===== src/rtl/joy_sega_scan.sv =====
// Sega 3/6-button and Master System pad scanner for two ports.
// A fixed step sequence on the shared select line decodes both pads into 12-bit words.
module joy_sega_scan #(
  parameter int STEP_DIV    = 1536,
  parameter int FRAME_STEPS = 256
) (
  input  logic        clk_sys,
  input  logic        reset,
  input  logic [5:0]  joy1_i,
  input  logic [5:0]  joy2_i,
  output logic        joy_p7_o,
  output logic [11:0] joy1_o,
  output logic [11:0] joy2_o,
  output logic        md1_o,
  output logic        md2_o,
  output logic        six1_o,
  output logic        six2_o,
  output logic        frame_o
);

  localparam int DW = $clog2(STEP_DIV);
  localparam int SW = $clog2(FRAME_STEPS);
  localparam logic [DW-1:0] DIV_LAST  = DW'(STEP_DIV - 1);
  localparam logic [SW-1:0] STEP_LAST = SW'(FRAME_STEPS - 1);

  logic [1:0][5:0]  sync1_q, sync1_d;
  logic [1:0][5:0]  sync2_q, sync2_d;
  logic [DW-1:0]    div_q, div_d;
  logic [SW-1:0]    step_q, step_d;
  logic             p7_q, p7_d;
  logic [1:0][11:0] sh_q, sh_d;
  logic [1:0]       smd_q, smd_d;
  logic [1:0]       ssix_q, ssix_d;
  logic [1:0][11:0] out_q, out_d;
  logic [1:0]       md_q, md_d;
  logic [1:0]       six_q, six_d;
  logic             frame_q, frame_d;
  logic             step_end;

  assign step_end = (div_q == DIV_LAST);

  always_comb begin
    sync1_d = {joy2_i, joy1_i};
    sync2_d = sync1_q;
    div_d   = step_end ? '0 : div_q + DW'(1);
    step_d  = step_q;
    sh_d    = sh_q;
    smd_d   = smd_q;
    ssix_d  = ssix_q;
    out_d   = out_q;
    md_d    = md_q;
    six_d   = six_q;
    frame_d = 1'b0;

    if (step_end)
      step_d = (step_q == STEP_LAST) ? '0 : step_q + SW'(1);

    // select level of the step that starts at this edge
    p7_d = (step_d < SW'(7)) ? step_d[0] : 1'b1;

    if (step_end) begin
      for (int p = 0; p < 2; p++) begin
        unique case (1'b1)
          (step_q == SW'(2)): begin
            sh_d[p][5:0] = sync2_q[p];
            smd_d[p]     = 1'b0;
            ssix_d[p]    = 1'b0;
          end
          (step_q == SW'(3)): begin
            if (sync2_q[p][3:2] == 2'b00) begin
              smd_d[p]     = 1'b1;
              sh_d[p][7:6] = sync2_q[p][5:4];
            end else begin
              sh_d[p][7:4] = {2'b11, sync2_q[p][5:4]};
            end
          end
          (step_q == SW'(5)): begin
            if (sync2_q[p][3:0] == 4'b0000 && smd_q[p])
              ssix_d[p] = 1'b1;
          end
          (step_q == SW'(6)): begin
            sh_d[p][11:8] = ssix_q[p] ? sync2_q[p][3:0] : 4'hF;
          end
          default: ;
        endcase
      end

      if (step_q == STEP_LAST) begin
        out_d   = sh_q;
        md_d    = smd_q;
        six_d   = ssix_q;
        frame_d = 1'b1;
      end
    end
  end

  always_ff @(posedge clk_sys) begin
    if (reset) begin
      sync1_q <= '1;
      sync2_q <= '1;
      div_q   <= '0;
      step_q  <= '0;
      p7_q    <= 1'b1;
      sh_q    <= '1;
      smd_q   <= '0;
      ssix_q  <= '0;
      out_q   <= '1;
      md_q    <= '0;
      six_q   <= '0;
      frame_q <= 1'b0;
    end else begin
      sync1_q <= sync1_d;
      sync2_q <= sync2_d;
      div_q   <= div_d;
      step_q  <= step_d;
      p7_q    <= p7_d;
      sh_q    <= sh_d;
      smd_q   <= smd_d;
      ssix_q  <= ssix_d;
      out_q   <= out_d;
      md_q    <= md_d;
      six_q   <= six_d;
      frame_q <= frame_d;
    end
  end

  assign joy_p7_o = p7_q;
  assign joy1_o   = out_q[0];
  assign joy2_o   = out_q[1];
  assign md1_o    = md_q[0];
  assign md2_o    = md_q[1];
  assign six1_o   = six_q[0];
  assign six2_o   = six_q[1];
  assign frame_o  = frame_q;

endmodule


===== config.mk =====
export PLATFORM = sky130hd
export DESIGN_NAME = joy_sega_scan
export DESIGN_NICKNAME = d
export VERILOG_FILES = /design/src/rtl/joy_sega_scan.sv
export SDC_FILE = /design/constraint.sdc
export NUM_CORES = 1
export LEC_CHECK = 0
export CORE_UTILIZATION = 38
export CTS_BUF_LIST = sky130_fd_sc_hd__clkbuf_2
export CTS_CLUSTER_DIAMETER = 50
export CTS_CLUSTER_SIZE = 10
export DETAILED_ROUTE_END_ITERATION = 8
export DONT_BUFFER_PORTS = 1
export HOLD_SLACK_MARGIN = 0.12
export PLACE_DENSITY = 0.6
export SLEW_MARGIN = 10
export SYNTH_ARGS = -nofsm -noshare
export SYNTH_HDL_FRONTEND = slang
export SYNTH_SLANG_ARGS = --single-unit

===== constraint.sdc =====
create_clock -name clk_sys -period 3.96 [get_ports clk_sys]
set_input_delay 0.594 -clock clk_sys [delete_from_list [all_inputs] [get_ports clk_sys]]
set_output_delay 0.594 -clock clk_sys [all_outputs]
set_load 0.02 [all_outputs]

==> qor.yml <==
power.internal_mw: 1.142
finalCritPeriodShare_pct: 67.06
grt_pass1_wl_um: 11790
slew_violations: 0
synth_seq_cells: 101
worst_pin_slew_ns: 0.7437
status: "finished, final reports clean"
cts_buffers: 9
combPwrFrac_pct: 3.0
wl_per_cell_um: 13.47
port_buffers: 0
yosys.cell_types.count: 37
die_h_um: 103.4
critPathKind: "flip-flop to flip-flop"
ctsResizeCount: 0
antenna_found_initial: 0
cts_setup_buffers: 0
drtIter0Drc: 177
hold_buffers: 14
ant_nets: 0
drc: 0
io_pins: 44
tns_ns: 0
power_density_nw_per_um2: 353.1
dr_total_vias: 2730
grt-ovfl-total: 0
antenna_cells: 0
viasPerCell: 4.973
final_util_pct: 42.78
row_count: 36
syn-num-nets: 430
p_leak_nw: 1.508
cts_max_level: 3
start_util_pct: 39.57
clk_pin_slew_ns: 0.26
track_usage_pct: 14.66
ir_drop_mv: 0.1721
synth_cells: 412
gp_congestion: 0.7835
root_buffer: "clkbuf_2"
hold-worst-slack_ns: 0.2076
finClkSkew_ns: 0.02791
clkPwrFrac_pct: 27.0
final_nets: 429
ys_seq_area_share_pct: 51.79
fmax_ghz: 0.3765
path_max_fanout: 52
min_from: "reset"
power_switching_mw: 0.3477
switching_share_pct: 23.34
drive_gt1_share_pct: 10.82
drv_cap: 0
clock_path_buffers: 2
seq_power_share_pct: 70.0
post-route-min-period_ns: 2.656
grt_pass1_vias: 2389
slew_headroom_pct: 50.28
die_w_um: 103.4
place_hpwl_um: 4626
clkLatencyLatePin_ns: 0.53
hold_path_class: "primary input to flip-flop"
wirelength_um: 7396
worst_setup_path_startpoint: "div_q[0]"
syn_area_um2: 3904
setup_viol_count_final: 0
core_area_um2: 9864
syn_to_final_growth_pct: 8.109
drt_pass1_iterations: 4
die-area_um2: 10680
cts_tree: "done"
avgSynthCellArea_um2: 9.475
rr_startpoint: "div_q[0]"
cp.required_ns: 4.39
hold_viol_final: 0
clkSinkCount: 101
grt_start_max_net_pins: 82
start_kind: "flip-flop"
cp-end-kind: "flip-flop"
grt_setup_unrepaired: "no"
ys_warn_count: 0
crit_arrival_ns: 3.09
## state kept, by name, indices dropped and copies added (netlist names)
register and flops:
sh_q 24, ssix_q 2, step_q 8, smd_q 2, joy_p7_o 1, div_q 11, frame_o 1, sync2_q 12
md_q 2, joy1_o 12, six_q 2, sync1_q 12, joy2_o 12
## power groups by stage
stage	clock, mW	sequential, mW	combinational, mW
global placement	0	1.06	0.0181
floorplan	0	1.06	0.0295
CTS	0.433	1.04	0.0445
global route	0.479	1.05	0.0504
detailed placement	0	1.06	0.0185
finish	0.402	1.04	0.0452
## cells in the mapped netlist
| cell type | instances | area share (%) |
|---|---|---|
| a211o_1 | 28 | 6.3 |
| a211oi_1 | 1 | 0.19 |
| a21oi_1 | 14 | 1.8 |
| a31oi_1 | 2 | 0.32 |
| and2_1 | 2 | 0.32 |
| and3_1 | 9 | 1.4 |
| buf_2 | 5 | 0.64 |
| buf_4 | 1 | 0.19 |
| buf_6 | 1 | 0.29 |
| clkbuf_1 | 23 | 2.2 |
| dfxtp_1 | 101 | 52 |
| ha_1 | 4 | 1.3 |
| inv_1 | 9 | 0.87 |
| mux2i_1 | 4 | 1.0 |
| nand2_1 | 11 | 1.1 |
| nand3_1 | 11 | 1.4 |
| nand3b_1 | 4 | 0.77 |
| nand4_1 | 10 | 1.6 |
| nand4b_1 | 1 | 0.22 |
| nor2_1 | 42 | 4.0 |
| nor2b_1 | 33 | 5.3 |
| nor3_1 | 17 | 2.2 |
| nor3_4 | 1 | 0.42 |
| nor3b_1 | 9 | 1.7 |
| nor4_2 | 1 | 0.32 |
| nor4b_1 | 1 | 0.22 |
| o2111ai_1 | 2 | 0.45 |
| o211a_1 | 1 | 0.26 |
| o21ai_0 | 8 | 1.0 |
| o21bai_1 | 12 | 2.3 |
| o311ai_0 | 1 | 0.22 |
| o31ai_1 | 1 | 0.19 |
| or2_2 | 25 | 4.0 |
| or3_1 | 2 | 0.32 |
| or4_1 | 2 | 0.38 |
| xnor2_1 | 6 | 1.3 |
| xor2_1 | 7 | 1.6 |
## critical path: stages (launching register included)
cell and delay, ns:
dfxtp_1 0.43, ha_1 0.22, nand4_1 0.18, or4_1 0.64
nor3_4 0.22, buf_4 0.45, nor2b_1 0.11, a211o_1 0.28
## final timing paths
kind | end | cells past startpoint | slack, ns
max | joy2_o[2] | 7 | 1.30
min | sh_q[2] | 2 | 0.21
max reg2reg | joy2_o[2] | 7 | 1.30
min reg2reg | sync2_q[4] | 1 | 0.43
## cells in the final DEF, fill, tap and decap left out, types with 3 or more instances in the layout
master / n
dfxtp_1: 101
nor2_1: 42
nor2b_1: 33
a211o_1: 28
or2_2: 25
nor3_1: 17
a21oi_1: 14
dlygate4sd3_1: 14
o21bai_1: 12
nand3_1: 11
nand2_1: 11
nand4_1: 10
clkbuf_2: 10
inv_1: 9
and3_1: 9
nor3b_1: 9
o21ai_0: 8
xor2_1: 7
xnor2_1: 6
mux2i_1: 4
nand3b_1: 4
ha_1: 4
buf_4: 3
## layout make-up
cell class | instances | area (um^2)
Fill cell | 975 | 5644
Timing Repair Buffer | 18 | 190.2
Clock inverter | 6 | 40.04
Inverter | 9 | 33.78
Tap cell | 133 | 166.4
Clock buffer | 10 | 50.05
Multi-Input combinational cell | 272 | 1718
Sequential cell | 101 | 2022
## metal layers
layer / global-route usage (%) / up-vias / share of wire, %
li1: - / 1419 / -
met1: 19.08 / 1241 / 50
met2: 21.96 / 64 / 43
met3: 5.108 / 6 / 5.9
met4: 6.392 / 0 / 1.2
met5: 0 / - / 0
## stage by stage
stage	cells	cell area [um^2]	worst slack, ns	total power, mW
6_report	549	4220	1.304	1.490
5_1_grt	549	4220	1.086	1.576
4_1_cts	548	4210	1.289	1.521
3_5_place_dp	518	3963	1.349	1.080
3_3_place_gp	518	3963	1.426	1.080
2_1_floorplan	412	3904	1.694	1.088
## cells by family after synthesis
group / Yosys count / share of synthesized area (%)
buf+inv: 39 / 4.199
fa+ha+maj: 4 / 1.282
xor+xnor: 13 / 2.917
flops: 101 / 51.79
simple gates: 181 / 25.74
mux: 4 / 1.026
compound gates: 70 / 13.05
Power figures use the tool's default switching activity.
